## config.mk

```make
export PLATFORM = sky130hd
export DESIGN_NAME = bpred_ctrl
export DESIGN_NICKNAME = d
export VERILOG_FILES = /design/src/rtl/bpred_pkg.sv /design/src/rtl/bht_counter_table.sv /design/src/rtl/bpred_ctrl.sv
export SDC_FILE = /design/constraint.sdc
export NUM_CORES = 1
export LEC_CHECK = 0
export ABC_AREA = 0
export BUFFER_PORTS_ARGS = -buffer_cell sky130_fd_sc_hd__buf_2
export CORE_MARGIN = 2
export CORE_UTILIZATION = 40
export CTS_CLUSTER_SIZE = 10
export DETAILED_ROUTE_END_ITERATION = 10
export GPL_TIMING_DRIVEN = 0
export PLACE_DENSITY = 0.61
export REMOVE_ABC_BUFFERS = 1
export SYNTH_ARGS = -nofsm -noshare
export SYNTH_HDL_FRONTEND = slang
export SYNTH_SLANG_ARGS = --single-unit
```

## constraint.sdc

```tcl
create_clock -name clk -period 3.3 [get_ports clk]
set_clock_uncertainty 0.05 [all_clocks]
set_input_delay 0.165 -clock clk [delete_from_list [all_inputs] [get_ports clk]]
set_output_delay 0.165 -clock clk [all_outputs]
set_load 0.02 [all_outputs]
```

## src/rtl/bpred_pkg.sv

```systemverilog
// bpred_pkg: shared types, constants and counter update helper for the branch predictor
package bpred_pkg;
  localparam int BHT_IDX_W = 4;
  localparam logic [1:0] CTR_RESET = 2'b01;
  localparam logic [1:0] CTR_MAX = 2'b11;
  typedef enum logic {RUN, FLUSH} bpred_state_t;
  typedef struct packed {
    logic valid;
    logic is_branch;
    logic [BHT_IDX_W-1:0] idx;
    logic pred;
  } qentry_t;
  function automatic logic [1:0] sat_update(input logic [1:0] ctr, input logic taken);
    return taken ? (ctr == CTR_MAX ? CTR_MAX : ctr + 2'd1) : (ctr == 2'd0 ? 2'd0 : ctr - 2'd1);
  endfunction
endpackage

```

## src/rtl/bht_counter_table.sv

```systemverilog
// bht_counter_table: 2-bit saturating counters, one combinational read and one synchronous update port
module bht_counter_table
  import bpred_pkg::*;
#(
  parameter int IDX_W = BHT_IDX_W
) (
  input  logic             clk,
  input  logic             nReset,
  input  logic [IDX_W-1:0] rd_idx,
  output logic [1:0]       rd_ctr,
  input  logic             upd_en,
  input  logic [IDX_W-1:0] upd_idx,
  input  logic             upd_taken
);
  logic [1:0] ctr [2**IDX_W];
  assign rd_ctr = ctr[rd_idx];
  always_ff @(posedge clk) begin
    if (!nReset) begin
      for (int i = 0; i < 2**IDX_W; i++) ctr[i] <= CTR_RESET;
    end else if (upd_en) begin
      ctr[upd_idx] <= sat_update(ctr[upd_idx], upd_taken);
    end
  end
endmodule

```

## src/rtl/bpred_ctrl.sv

```systemverilog
// bpred_ctrl: BHT prediction, in-flight tracking, mispredict recovery and statistics
module bpred_ctrl
  import bpred_pkg::*;
#(
  parameter int PSIZE        = 6,
  parameter int IDX_W        = BHT_IDX_W,
  parameter int PIPE_DEPTH   = 2,
  parameter int FLUSH_CYCLES = 2
) (
  input  logic             clk,
  input  logic             nReset,
  input  logic             fetch_valid,
  input  logic             fetch_is_branch,
  input  logic [PSIZE-1:0] fetch_pc,
  input  logic             stall,
  input  logic             ex_resolve,
  input  logic             branch_actual,
  output logic             pred_take,
  output logic             redirect,
  output logic             redirect_taken,
  output logic             flush,
  output logic [15:0]      mispredict_cnt,
  output logic [15:0]      branch_cnt,
  output logic             seq_err
);
  localparam int CW = $clog2(FLUSH_CYCLES + 1);
  bpred_state_t state;
  logic [CW-1:0] cnt;
  qentry_t q [PIPE_DEPTH];
  qentry_t head, tail;
  logic [1:0] rd_ctr;
  logic [IDX_W-1:0] fidx;
  logic hit, mis, unused_pc;
  assign fidx = fetch_pc[IDX_W-1:0];
  assign unused_pc = ^fetch_pc[PSIZE-1:IDX_W];
  assign pred_take = fetch_is_branch & rd_ctr[1];
  assign head = q[PIPE_DEPTH-1];
  assign tail = '{valid: fetch_valid, is_branch: fetch_is_branch, idx: fidx, pred: pred_take};
  assign hit = ex_resolve & head.valid & head.is_branch;
  assign mis = hit & (head.pred != branch_actual);
  bht_counter_table #(.IDX_W(IDX_W)) u_bht (
    .clk      (clk),
    .nReset   (nReset),
    .rd_idx   (fidx),
    .rd_ctr   (rd_ctr),
    .upd_en   (hit),
    .upd_idx  (head.idx),
    .upd_taken(branch_actual)
  );
  always_ff @(posedge clk) begin
    if (!nReset) begin
      state <= RUN;
      cnt <= '0;
      redirect <= 1'b0;
      redirect_taken <= 1'b0;
      flush <= 1'b0;
      seq_err <= 1'b0;
      branch_cnt <= '0;
      mispredict_cnt <= '0;
      for (int i = 0; i < PIPE_DEPTH; i++) q[i] <= '0;
    end else begin
      redirect <= mis;
      redirect_taken <= mis & branch_actual;
      if (ex_resolve && !hit) seq_err <= 1'b1;
      if (hit && branch_cnt != 16'hFFFF) branch_cnt <= branch_cnt + 16'd1;
      if (mis && mispredict_cnt != 16'hFFFF) mispredict_cnt <= mispredict_cnt + 16'd1;
      if (mis) begin
        state <= FLUSH;
        cnt <= CW'(FLUSH_CYCLES - 1);
        flush <= 1'b1;
        for (int i = 0; i < PIPE_DEPTH; i++) q[i] <= '0;
      end else if (state == FLUSH) begin
        for (int i = 0; i < PIPE_DEPTH; i++) q[i] <= '0;
        state <= cnt == '0 ? RUN : FLUSH;
        flush <= cnt != '0;
        cnt <= cnt == '0 ? cnt : cnt - 1'b1;
      end else if (!stall) begin
        for (int i = PIPE_DEPTH - 1; i > 0; i--) q[i] <= q[i-1];
        q[0] <= tail;
      end
    end
  end
endmodule

```

==> impl_summary.log, run 1 <==
[metrics] per-cell via count in the routed design: 5.327
[metrics] combinational share of power: 6.4%
[metrics] Critical-path top delay cell: sky130_fd_sc_hd__edfxtp_1
[metrics] area after detailed placement: 4342 µm²
[metrics] most common library cell in the layout ignoring fill and taps: sky130_fd_sc_hd__nor2_1
[metrics] power per cell area: 444.8 nW/µm²
[metrics] residual antenna-violating net count after detailed routing: 0
[metrics] crit path DAT: 2.75 ns
[metrics] total length of routed wires: 8263 µm
[metrics] starting density of the core: 41.28%
[metrics] part of the total power dissipated in the clock network: 36.4%
[metrics] CP required: 3.30 ns
[metrics] flops & latches, synth: 85
[metrics] Static Leak: 0.001625 µW
[metrics] switching pwr: 460.5 µW
[metrics] Total GRT Usage: 16.00%
[metrics] Syn-to-layout area delta: 12.68%
[metrics] total gr overflow: 0
[metrics] height of the die: 104.4 µm
[metrics] internal power summed over all cells: 1562 µW
[metrics] Post-CTS Resized: 0
[metrics] final RePlAce weighted congestion: 0.7847
[metrics] # diodes: 0
[metrics] distinct cell type count after synthesis: 38
[metrics] worst relative slew slack: 27.60%
[metrics] Crit. End Element: flop
[metrics] measured slew at the worst slew-check pin: 1.078 ns
[metrics] pin count of the biggest net entering global routing: 34
[metrics] run status: finished, final reports clean
[metrics] clock slew at reported path FFs: 0.08 ns
[metrics] Final HPWL DP: 5647 µm
[metrics] master cell of the clock root buffer: sky130_fd_sc_hd__clkbuf_8
[metrics] top flip-flop cell by instance count after synthesis: sky130_fd_sc_hd__edfxtp_1
[metrics] fraction of layout instances using a drive strength above 1: 18.31%
[metrics] total clock buffers created by CTS: 9
[metrics] Crit Path Max Fanout: 16
[metrics] number of enable-type register cells in the synthesized netlist: 46
[metrics] final sum of negative setup slack: 0 ns
[metrics] sequential-to-total area share from yosys stat: 53.58%
[metrics] number of global-route vias before repair: 2849
[metrics] number of max-cap violations: 0
[metrics] maximum achievable frequency: 364.8 MHz
[metrics] portion of total power attributed to sequential cells: 57.2%
[metrics] die extent in x: 104.4 µm
[metrics] series of cell instances along the critical path: mux4_2 > a22oi_1 > and3_1 > maj3_2 > nand3_1
[metrics] crit path time final: 2.741 ns
[metrics] Worst Setup Path Type: flop to flop
[metrics] Die ar.: 10910 µm²
[metrics] Hold-fix buffers, CTS: 0
[metrics] net switching share of the total power: 22.77%
[metrics] 1st-pass router iterations: 5
[metrics] number of H-tree levels: 3
[metrics] final hold slack: 0.02970 ns
[metrics] drt initial violations: 135
[metrics] proportion of synthesized flip-flops having asynchronous set or reset: 0%
[metrics] number of buffers between clock root and the deepest sink: 2
[metrics] Residual DRC: 0
[metrics] number of antenna violations at the first check in global routing: 0
[metrics] maximum vdd ir drop: 0.2892 mV
[metrics] Final Hold Fails: 0
[metrics] critical path's largest stage delay: 0.85 ns
[metrics] Worst Setup Start Kind: flop
[metrics] number of I/O pins: 50
[metrics] Port Buffer Count: 47
[metrics] classification of the worst-slack hold path: input port to flop
[metrics] Setup Viol. Count Final: 0
[metrics] via count of the routed design: 2978
[metrics] detailed-route wire length per cell: 14.78 µm
[metrics] synthesized instance count: 380
[metrics] TritonCTS clock tree: yes
[metrics] core footprint: 9774 µm²
[metrics] row cnt: 36
[metrics] Final Net Count: 437
[metrics] post-synthesis cell area: 4035 µm²
[metrics] setup repair after global routing missed its margin: no
[metrics] crit share post-route: 83.06%
[metrics] average instance area after synthesis: 10.62 µm²
[metrics] Clock Latency Late Sink: 0.34 ns
[metrics] leading cell types in the layout, fill and taps excluded: sky130_fd_sc_hd__nor2_1, sky130_fd_sc_hd__nand2_1, sky130_fd_sc_hd__buf_2
[metrics] Num Clock Sinks: 85
[metrics] Max Slew Vio Count: 0
[metrics] number of post-CTS setup repair buffers: 0
[metrics] first-pass GRT wire length: 14020 µm
[metrics] number of synthesis warnings: 0
[metrics] final design instance area without fill: 4547 µm²
critical path, delay by kind of cell (launching register included):
| kind | cells | cell delay [ns] |
|---|---|---|
| flip-flops | 1 | 0.85 |
| multiplexers | 1 | 0.59 |
| adder cells (fa/ha/maj) | 1 | 0.43 |
| AND/OR/NAND/NOR | 2 | 0.34 |
| AO/OA/AOI/OAI | 1 | 0.18 |
state kept, by name, indices dropped and copies added (netlist names), 2 cells and up:
signal,count
mispredict_cnt,16
cnt,2
u_bht.ctr,32
branch_cnt,16
q,14
Yosys cell counts, types with 2 or more instances:
library cell               instances  area share, %
sky130_fd_sc_hd__and2_1           16            2.5
sky130_fd_sc_hd__and3_1            6           0.93
sky130_fd_sc_hd__nor2_1           51            4.7
sky130_fd_sc_hd__a21boi_0          2           0.37
sky130_fd_sc_hd__nand2b_1          7            1.1
sky130_fd_sc_hd__nand2_1          47            4.4
sky130_fd_sc_hd__nor2b_1           4           0.62
sky130_fd_sc_hd__a31oi_1           2           0.31
sky130_fd_sc_hd__nand3_1          34            4.2
sky130_fd_sc_hd__mux4_2           13            7.3
sky130_fd_sc_hd__ha_1              3           0.93
sky130_fd_sc_hd__nand4_1           9            1.4
sky130_fd_sc_hd__nor4_1            7            1.1
sky130_fd_sc_hd__inv_1             6           0.56
sky130_fd_sc_hd__nor4b_1           2           0.43
sky130_fd_sc_hd__maj3_2            2           0.56
sky130_fd_sc_hd__a211oi_1          5           0.93
sky130_fd_sc_hd__buf_6             4            1.1
sky130_fd_sc_hd__o21ai_0           2           0.25
sky130_fd_sc_hd__a21oi_1           9            1.1
sky130_fd_sc_hd__clkbuf_1         11            1.0
sky130_fd_sc_hd__mux2i_1           3           0.74
sky130_fd_sc_hd__xnor2_1          15            3.3
sky130_fd_sc_hd__and4_1            7            1.5
sky130_fd_sc_hd__nor3b_1           3           0.56
sky130_fd_sc_hd__edfxtp_1         46             34
sky130_fd_sc_hd__dfxtp_1          39             19
sky130_fd_sc_hd__o21a_1            2           0.37
sky130_fd_sc_hd__nor3_1            6           0.74
sky130_fd_sc_hd__xor2_1            9            2.0
stage by stage:
stage / instances / setup WS (ns) / total power [µW] / util (%)
2_1_floorplan: 363 / 0.9729 / 1259 / -
3_3_place_gp: 543 / 0.5198 / 1309 / 44.42
3_5_place_dp: 543 / 0.5256 / 1312 / 44.42
4_1_cts: 559 / 0.5158 / 2050 / 46.52
5_1_grt: 559 / 0.3561 / 2108 / 46.52
6_report: 559 / 0.5589 / 2023 / 46.52
final timing paths:
| check | slack (ns) | cells past startpoint | start | end |
|---|---|---|---|---|
| setup / recovery | 0.56 | 5 | q[0][8]$_SDFFCE_PN0P_ | u_bht.ctr[9][0]$_SDFFCE_PN1P_ |
| hold / removal | 0.03 | 3 | ex_resolve | seq_err$_SDFFE_PN0P_ |
| setup reg to reg | 0.56 | 5 | q[0][8]$_SDFFCE_PN0P_ | u_bht.ctr[9][0]$_SDFFCE_PN1P_ |
| hold reg to reg | 0.42 | 2 | seq_err$_SDFFE_PN0P_ | seq_err$_SDFFE_PN0P_ |
routing by layer:
| layer | vias to the layer above | routed length, µm | global-route usage, % |
|---|---|---|---|
| met4 | 0 | 29 | 4.054 |
| met2 | 90 | 4029 | 26.38 |
| met5 | - | 0 | 0 |
| met1 | 1435 | 3742 | 20.47 |
| met3 | 2 | 461 | 4.950 |
| li1 | 1451 | - | - |
power groups by stage:
| stage | logic (µW) | clock network, µW | registers, µW |
|---|---|---|---|
| final | 129 | 736 | 1160 |
| after floorplan | 83.9 | 0 | 1170 |
| after global routing | 143 | 804 | 1160 |
| after global placement | 128 | 0 | 1180 |
| after detailed placement | 131 | 0 | 1180 |
| after CTS | 131 | 761 | 1160 |
cell families (layout without fill, tap and decap cells):
family | Yosys count | after routing | synth area share, %
muxes | 16 | 16 | 8.000
AOI/OAI and AO/OA | 26 | 26 | 4.217
DFF | 85 | 85 | 53.58
xor gates and xnor gates | 24 | 24 | 5.210
and+or+nand+nor | 201 | 201 | 24.59
buffers and inverters | 23 | 69 | 2.914
adders and majority gates | 5 | 5 | 1.488
cell type report:
class	instances	area, µm²
clock buffer	14	193.9
clock inverter	2	11.26
fill	951	5228
inverter	6	22.52
multi-input combinational	272	1755
sequential	85	2162
tap	133	166.4
timing repair buffer	47	235.2
Note: power is estimated with default switching activity, not from simulation.
==> run 2: changes to the inputs <==
--- a/config.mk
+++ b/config.mk
@@ -5,14 +5,14 @@
 export SDC_FILE = /design/constraint.sdc
 export NUM_CORES = 1
 export LEC_CHECK = 0
-export ABC_AREA = 0
+export ABC_AREA = 1
 export BUFFER_PORTS_ARGS = -buffer_cell sky130_fd_sc_hd__buf_2
 export CORE_MARGIN = 2
 export CORE_UTILIZATION = 40
 export CTS_CLUSTER_SIZE = 10
 export DETAILED_ROUTE_END_ITERATION = 10
 export GPL_TIMING_DRIVEN = 0
-export PLACE_DENSITY = 0.61
+export PLACE_DENSITY = 0.62
 export REMOVE_ABC_BUFFERS = 1
 export SYNTH_ARGS = -nofsm -noshare
 export SYNTH_HDL_FRONTEND = slang
==> constraint.sdc (replaced) <==
create_clock -name clk -period 2.5 [get_ports clk]
set_clock_uncertainty 0.05 [all_clocks]
set_input_delay 0.125 -clock clk [delete_from_list [all_inputs] [get_ports clk]]
set_output_delay 0.125 -clock clk [all_outputs]
set_load 0.02 [all_outputs]
==> impl_summary.log, run 2 <==
[metrics] number of synthesis warnings: 0 (unchanged)
[metrics] list of most frequent post-synthesis cells: sky130_fd_sc_hd__nand2_1, sky130_fd_sc_hd__nor2_1, sky130_fd_sc_hd__inv_1
[metrics] most common library cell in the layout ignoring fill and taps: sky130_fd_sc_hd__nand2_1
[metrics] number of enable-type register cells in the synthesized netlist: 46 (unchanged)
[metrics] number of global-route vias before repair: 3626 (+27%)
[metrics] row cnt: 38 (+5.6%)
[metrics] starting density of the core: 40.75% (-0.53 points)
[metrics] Clock Latency Late Sink: 0.36 ns (+0.02 ns)
[metrics] fraction of layout instances using a drive strength above 1: 14.22% (-4.1 points)
[metrics] height of the die: 108.9 µm (+4.2%)
[metrics] instance count along the most critical hold path: 3 (unchanged)
[metrics] portion of total power attributed to sequential cells: 56.3% (-0.9 points)
[metrics] register-to-register setup slack: 0.30 ns (-0.26 ns)
[metrics] crit path time final: 2.200 ns (-0.5415 ns)
[metrics] Crit Path Max Fanout: 16 (unchanged)
[metrics] part of the total power dissipated in the clock network: 34.2% (-2.2 points)
[metrics] TritonCTS clock tree: yes
[metrics] Critical-path top delay cell: sky130_fd_sc_hd__edfxtp_1
[metrics] residual antenna-violating net count after detailed routing: 0 (unchanged)
[metrics] number of antenna violations at the first check in global routing: 0 (unchanged)
[metrics] flops & latches, synth: 85 (unchanged)
[metrics] first-pass GRT wire length: 16950 µm (+21%)
[metrics] Port Buffer Count: 47 (unchanged)
[metrics] clock slew at reported path FFs: 0.09 ns (about the same)
[metrics] DP Cell Count: 756 (+39%)
[metrics] crit path DAT: 2.25 ns (-0.50 ns)
[metrics] start point of the worst min-delay path: fetch_valid
[metrics] critical path's largest stage delay: 0.56 ns (-0.29 ns)
[metrics] leading cell types in the layout, fill and taps excluded: sky130_fd_sc_hd__nand2_1, sky130_fd_sc_hd__nor2_1, sky130_fd_sc_hd__inv_1
[metrics] biggest regs: u_bht.ctr (32), branch_cnt (16), mispredict_cnt (16)
[metrics] area after detailed placement: 4718 µm² (+8.7%)
[metrics] Num Clock Sinks: 85 (unchanged)
[metrics] Residual DRC: 0 (unchanged)
[metrics] via count of the routed design: 3844 (+29%)
[metrics] total gr overflow: 0 (unchanged)
[metrics] overall power of the completed layout: 2689 µW (+33%)
[metrics] classification of the worst-slack hold path: input port to flop
[metrics] crit share post-route: 87.99% (+4.9 points)
[metrics] proportion of synthesized flip-flops having asynchronous set or reset: 0% (unchanged)
[metrics] internal power summed over all cells: 1940 µW (+24%)
[metrics] Worst Path Buf+Inv: 1 (+1)
[metrics] combinational share of power: 9.5% (+3.1 points)
[metrics] net switching share of the total power: 27.87% (+5.1 points)
[metrics] 1st-pass router iterations: 4 (-1)
[metrics] per-cell via count in the routed design: 4.928 (-7.5%)
[metrics] CP required: 2.55 ns (-0.75 ns)
[metrics] Max Slew Vio Count: 0 (unchanged)
[metrics] Reg2Reg Depth: 10 (+5)
[metrics] pin count of the biggest net entering global routing: 39 (+15%)
[metrics] number of max-cap violations: 0 (unchanged)
[metrics] most area-hungry cell type in the Yosys netlist: sky130_fd_sc_hd__edfxtp_1
[metrics] Crit. End Element: flop
[metrics] Final HPWL DP: 7235 µm (+28%)
[metrics] number of flip-flops under the largest register name: 32 (unchanged)
[metrics] number of buffers between clock root and the deepest sink: 2 (unchanged)
[metrics] distinct cell type count after synthesis: 31 (-18%)
[metrics] Crit path max-delay family: simple AND/OR/NAND/NOR gates
[metrics] number of H-tree levels: 3 (unchanged)
[metrics] Worst Setup Start Kind: flop
[metrics] non-filler instance count after layout: 780 (+40%)
[metrics] detailed-route wire length per cell: 13.44 µm (-9.0%)
[metrics] critical path's most frequent cell: sky130_fd_sc_hd__nand2_1
[metrics] most common cell in the synthesized netlist: sky130_fd_sc_hd__nand2_1
[metrics] die extent in x: 108.9 µm (+4.2%)
[metrics] maximum vdd ir drop: 0.2569 mV (-11%)
[metrics] total clock buffers created by CTS: 9 (unchanged)
[metrics] capture endpoint of the worst hold path: q[0][6]$_SDFFCE_PN0P_
[metrics] synthesized instance count: 584 (+54%)
[metrics] measured slew at the worst slew-check pin: 0.7484 ns (-0.3293 ns)
[metrics] Syn-to-layout area delta: 12.97%
[metrics] number of I/O pins: 50 (unchanged)
[metrics] Total GRT Usage: 18.49% (+2.5 points)
[metrics] # diodes: 0 (unchanged)
[metrics] Die ar.: 11850 µm² (+8.6%)
[metrics] maximum achievable frequency: 454.6 MHz (+25%)
[metrics] sequential-to-total area share from yosys stat: 49.16% (-4.4 points)
[metrics] run status: finished, final reports clean
[metrics] total length of routed wires: 10490 µm (+27%)
[metrics] Setup Viol. Count Final: 0 (unchanged)
[metrics] largest register by flop count: u_bht.ctr
[metrics] final sum of negative setup slack: 0 ns (unchanged)
[metrics] Final Net Count: 651 (+49%)
[metrics] top post-synthesis cells by area: sky130_fd_sc_hd__edfxtp_1, sky130_fd_sc_hd__dfxtp_1, sky130_fd_sc_hd__nand2_1, sky130_fd_sc_hd__nor2_1, sky130_fd_sc_hd__inv_1
[metrics] series of cell instances along the critical path: nand2_1 > inv_2 > nand2_1 > nand4_1 > nand2_1 > nand2_1 > nor2_1 > nand2_2 > nand2_4 > nor2_1
[metrics] master cell of the clock root buffer: sky130_fd_sc_hd__clkbuf_8
[metrics] Static Leak: 0.002002 µW (+23%)
[metrics] share of the synthesized area in the top cell type: 31.41% (-2.8 points)
[metrics] critical register-to-register path endpoint: u_bht.ctr[2][1]$_SDFFCE_PN0P_
[metrics] post-synthesis cell area: 4398 µm² (+9.0%)
[metrics] worst flop-to-flop path startpoint: q[0][9]$_SDFFCE_PN0P_
[metrics] Final Hold Fails: 0 (unchanged)
[metrics] drt initial violations: 186 (+38%)
[metrics] average instance area after synthesis: 7.531 µm² (-29%)
[metrics] number of fill cells: 1112 (+17%)
[metrics] final core utilization: 46.04% (-0.48 points)
[metrics] top flip-flop cell by instance count after synthesis: sky130_fd_sc_hd__edfxtp_1
[metrics] switching pwr: 749.3 µW (+63%)
[metrics] power per cell area: 541.2 nW/µm² (+22%)
[metrics] core footprint: 10790 µm² (+10%)
[metrics] setup repair after global routing missed its margin: no
[metrics] worst relative slew slack: 49.96% (+22 points)
[metrics] Worst Setup Path Type: flop to flop
[metrics] final design instance area without fill: 4969 µm² (+9.3%)
[metrics] final RePlAce weighted congestion: 0.8733 (+11%)
## run 2: cell count changes in the layout (fill, tap and decap cells not counted), moves of 6 or more
cell,delta
sky130_fd_sc_hd__o21ai_0,+23
sky130_fd_sc_hd__and4_1,-7
sky130_fd_sc_hd__nor2_2,+12
sky130_fd_sc_hd__nor2_1,+44
sky130_fd_sc_hd__nor4_1,-7
sky130_fd_sc_hd__nand2_1,+105
sky130_fd_sc_hd__a21oi_1,+13
sky130_fd_sc_hd__nor3_1,+18
sky130_fd_sc_hd__mux4_2,-13
sky130_fd_sc_hd__inv_1,+72
sky130_fd_sc_hd__and2_1,-16
sky130_fd_sc_hd__buf_4,+6
sky130_fd_sc_hd__nand2b_1,-7
sky130_fd_sc_hd__xnor2_1,-11
## run 2: worst reg2reg max path, cell delays in order (launching register included)
cell                       delay [ns]
sky130_fd_sc_hd__edfxtp_1        0.56
sky130_fd_sc_hd__nand2_1         0.28
sky130_fd_sc_hd__inv_2           0.12
sky130_fd_sc_hd__nand2_1         0.08
sky130_fd_sc_hd__nand4_1         0.12
sky130_fd_sc_hd__nand2_1         0.09
sky130_fd_sc_hd__nand2_1         0.05
sky130_fd_sc_hd__nor2_1          0.19
sky130_fd_sc_hd__nand2_2         0.10
sky130_fd_sc_hd__nand2_4         0.24
sky130_fd_sc_hd__nor2_1          0.08
## run 2: routing by layer
metal / vias up / wire length, µm / track usage (%)
met5: - / 0 / 0
met2: 94 / 4940 / 30.98
li1: 1963 / - / -
met4: 0 / 71 / 5.403
met3: 6 / 640 / 3.288
met1: 1781 / 4834 / 24.49
## run 2: area by class of cell
cell class	count	area (µm²)	share of cell area (%)
clock inverters	7	57.56	1.158
multi-input cells	402	1838	36.99
well taps	140	175.2	3.526
flip-flops and latches	85	2162	43.52
repair buffers	55	302.8	6.094
inverters	82	309.0	6.220
clock buffers	9	123.9	2.493
## run 2: worst max path at each step
stage	from	to	cells after the start
3_3_place_gp	nReset	u_bht.ctr[13][0]$_SDFFCE_PN1P_	9
2_1_floorplan	q[0][8]$_SDFFCE_PN0P_	u_bht.ctr[0][1]$_SDFFCE_PN0P_	11
4_1_cts	nReset	u_bht.ctr[15][1]$_SDFFCE_PN0P_	9
3_5_place_dp	nReset	u_bht.ctr[15][1]$_SDFFCE_PN0P_	9
6_report	q[0][9]$_SDFFCE_PN0P_	u_bht.ctr[2][1]$_SDFFCE_PN0P_	10
5_1_grt	q[0][9]$_SDFFCE_PN0P_	u_bht.ctr[3][1]$_SDFFCE_PN0P_	10
## run 2: power groups by stage
stage               Sequential, µW  Clock (µW)  Combinational [µW]
global route                  1520         986                 287
detailed placement            1550           0                 236
CTS                           1520         946                 247
floorplan                     1550           0                 150
global placement              1550           0                 232
finish                        1510         919                 256
## run 2: stage by stage
step / setup WS, ns / hold WS, ns
finish: 0.3004 / 0.02643
global route: 0.1593 / 0.02730
CTS: 0.1911 / 0.01484
detailed placement: -0.5535 / 0.3360
global placement: -0.5116 / 0.3249
floorplan: 0.4888 / 0.1954
## run 2: cell families (layout without fill, tap and decap cells)
family,Yosys count,count (layout),synth area share [%]
AOI/OAI and AO/OA,52,52,6.401
buffers and inverters,97,153,9.047
DFF,85,85,49.16
xor gates and xnor gates,8,8,1.593
and+or+nand+nor,338,338,32.72
adders and majority gates,3,3,0.8536
muxes,1,1,0.2276
## run 2: repair_timing
item,4_1_cts,5_1_grt
hold endpoints to repair,2,0
setup buffers,2,4
hold buffers,2,0
setup endpoints to repair,44,12
pin swaps,1,0
gates resized for setup,1,1
==> run 3: changes to the inputs <==
--- a/config.mk
+++ b/config.mk
@@ -13,6 +13,7 @@
 export DETAILED_ROUTE_END_ITERATION = 10
 export GPL_TIMING_DRIVEN = 0
 export PLACE_DENSITY = 0.62
+export RECOVER_POWER = 100
 export REMOVE_ABC_BUFFERS = 1
 export SYNTH_ARGS = -nofsm -noshare
 export SYNTH_HDL_FRONTEND = slang
==> impl_summary.log, run 3 (synthesis gave the netlist of run 2 again) <==
[metrics] Max Slew Vio Count: 0 (unchanged)
[metrics] Critical-path top delay cell: sky130_fd_sc_hd__edfxtp_1
[metrics] most common library cell in the layout ignoring fill and taps: sky130_fd_sc_hd__nand2_1
[metrics] number of buffers between clock root and the deepest sink: 2 (unchanged)
[metrics] area after detailed placement: 4718 µm² (unchanged)
[metrics] 1st-pass router iterations: 5 (+1)
[metrics] number of flip-flops under the largest register name: 32 (unchanged)
[metrics] die extent in x: 108.9 µm (unchanged)
[metrics] classification of the worst-slack hold path: input port to flop
[metrics] number of global-route vias before repair: 3626 (unchanged)
[metrics] maximum achievable frequency: 447.6 MHz (-1.5%)
[metrics] biggest regs: u_bht.ctr (32), branch_cnt (16), mispredict_cnt (16)
[metrics] master cell of the clock root buffer: sky130_fd_sc_hd__clkbuf_8
[metrics] worst relative slew slack: 49.94% (about the same)
[metrics] detailed-route wire length per cell: 13.41 µm (-0.27%)
[metrics] residual antenna-violating net count after detailed routing: 0 (unchanged)
[metrics] row cnt: 38 (unchanged)
[metrics] Num Clock Sinks: 85 (unchanged)
[metrics] via count of the routed design: 3849 (+0.13%)
[metrics] core footprint: 10790 µm² (unchanged)
[metrics] Final Hold Fails: 0 (unchanged)
[metrics] number of I/O pins: 50 (unchanged)
[metrics] number of fill cells: 1134 (+2.0%)
[metrics] non-filler instance count after layout: 780 (unchanged)
[metrics] clock slew at reported path FFs: 0.09 ns (about the same)
[metrics] run status: finished, final reports clean
[metrics] total clock buffers created by CTS: 9 (unchanged)
[metrics] critical path's most frequent cell: sky130_fd_sc_hd__nand2_1
[metrics] Die ar.: 11850 µm² (unchanged)
[metrics] maximum vdd ir drop: 0.2566 mV (-0.12%)
[metrics] largest register by flop count: u_bht.ctr
[metrics] power per cell area: 546.9 nW/µm² (+1.0%)
[metrics] DP Cell Count: 756 (unchanged)
[metrics] number of H-tree levels: 3 (unchanged)
[metrics] Residual DRC: 0 (unchanged)
[metrics] # diodes: 0 (unchanged)
[metrics] CP required: 2.55 ns (about the same)
[metrics] Worst Setup Start Kind: flop
[metrics] critical path's largest stage delay: 0.56 ns (about the same)
[metrics] Static Leak: 0.001842 µW (-8.0%)
[metrics] Setup Viol. Count Final: 0 (unchanged)
[metrics] per-cell via count in the routed design: 4.935 (+0.13%)
[metrics] crit path DAT: 2.29 ns (+0.04 ns)
[metrics] total length of routed wires: 10460 µm (-0.27%)
[metrics] Crit path max-delay family: simple AND/OR/NAND/NOR gates
[metrics] drt initial violations: 177 (-4.8%)
[metrics] starting density of the core: 40.75% (unchanged)
[metrics] pin count of the biggest net entering global routing: 39 (unchanged)
[metrics] height of the die: 108.9 µm (unchanged)
[metrics] Crit. End Element: flop
[metrics] number of max-cap violations: 0 (unchanged)
[metrics] crit path time final: 2.234 ns (+0.03460 ns)
[metrics] final RePlAce weighted congestion: 0.8733 (unchanged)
[metrics] Port Buffer Count: 47 (unchanged)
[metrics] measured slew at the worst slew-check pin: 0.7487 ns (+0.0003308 ns)
[metrics] crit share post-route: 89.37% (+1.4 points)
[metrics] Syn-to-layout area delta: 11.55%
[metrics] Final HPWL DP: 7235 µm (unchanged)
[metrics] Worst Setup Path Type: flop to flop
[metrics] Final Net Count: 651 (unchanged)
[metrics] TritonCTS clock tree: yes
[metrics] total gr overflow: 0 (unchanged)
[metrics] setup repair after global routing missed its margin: no
[metrics] number of antenna violations at the first check in global routing: 0 (unchanged)
[metrics] leading cell types in the layout, fill and taps excluded: sky130_fd_sc_hd__nand2_1, sky130_fd_sc_hd__nor2_1, sky130_fd_sc_hd__inv_1
[metrics] series of cell instances along the critical path: nand2_1 > inv_1 > nand2_1 > nand4_1 > nand2_1 > nand2_1 > nor2_1 > nand2_2 > nand2_4 > nor2_1
[metrics] Worst Path Buf+Inv: 1 (unchanged)
[metrics] fraction of layout instances using a drive strength above 1: 7.187% (-7.0 points)
[metrics] first-pass GRT wire length: 16950 µm (unchanged)
[metrics] Total GRT Usage: 18.49% (unchanged)
[metrics] final design instance area without fill: 4906 µm² (-1.3%)
[metrics] final core utilization: 45.46% (-0.58 points)
[metrics] Crit Path Max Fanout: 16 (unchanged)
[metrics] Clock Latency Late Sink: 0.36 ns (about the same)
## run 3: cell types whose count changed in the layout (fill, tap and decap cells not counted), sizes merged
cell,before,now
buf,52,14
clkbuf,10,48
## run 3: report_power, final
part	total, µW	leakage [µW]	internal [µW]	switching [µW]
Clock	917	0.0000898	376	542
Combinational	252	0.00101	65.9	186
Sequential	1510	0.000746	1500	17.2
Total	2680	0.00184	1940	744
## run 3: cell type report
type                       instances  area [µm²]  share of cell area (%)
clock buffer                       9       123.9                   2.525
clock inverter                     7       57.56                   1.173
inverter                          82       309.0                   6.299
multi-input combinational        402        1823                   37.16
sequential                        85        2162                   44.07
tap                              140       175.2                   3.571
timing repair buffer              55       255.2                   5.203
## run 3: layer usage
layer  GRT usage [%]  part of all wire, %  up-vias
met4           5.403                 0.60        0
met2           30.98                   47       95
met5               0                    0        -
li1                -                    -     1965
met3           3.288                  6.2        4
met1           24.49                   46     1785
## run 3: worst min-delay path, cell delays in order
cell and delay [ns]:
sky130_fd_sc_hd__buf_2 0.08, sky130_fd_sc_hd__inv_1 0.03, sky130_fd_sc_hd__nor2_1 0.08
## run 3: what timing repair did
| action | CTS | global route |
|---|---|---|
| resized for setup | 1 | 1 |
| pin swaps | 1 | 0 |
| hold buffers | 2 | 0 |
| setup buffers | 2 | 4 |
| endpoints found under the setup margin | 44 | 12 |
| endpoints found under the hold margin | 2 | 0 |
| cloned | 0 | 0 |
## run 3: path summary, 6_finish.rpt
| path | start | end | slack, ns | cells after the start |
|---|---|---|---|---|
| setup / recovery | q[0][9]$_SDFFCE_PN0P_ | u_bht.ctr[15][1]$_SDFFCE_PN0P_ | 0.27 | 10 |
| hold / removal | fetch_valid | q[0][6]$_SDFFCE_PN0P_ | 0.03 | 3 |
| setup reg to reg | q[0][9]$_SDFFCE_PN0P_ | u_bht.ctr[15][1]$_SDFFCE_PN0P_ | 0.27 | 10 |
| hold reg to reg | flush$_SDFFE_PN0P_ | flush$_SDFFE_PN0P_ | 0.43 | 2 |
## run 3: per-stage QoR
| stage | setup WS (ns) | TNS (ns) | hold WS (ns) | power (µW) |
|---|---|---|---|---|
| floorplan | 0.4888 | 0 | 0.1954 | 1697 |
| global placement | -0.5116 | -20.44 | 0.3249 | 1783 |
| detailed placement | -0.5535 | -22.92 | 0.3360 | 1789 |
| CTS | 0.1911 | 0 | 0.01484 | 2711 |
| global route | 0.09059 | 0 | 0.02730 | 2786 |
| finish | 0.2658 | 0 | 0.03065 | 2683 |
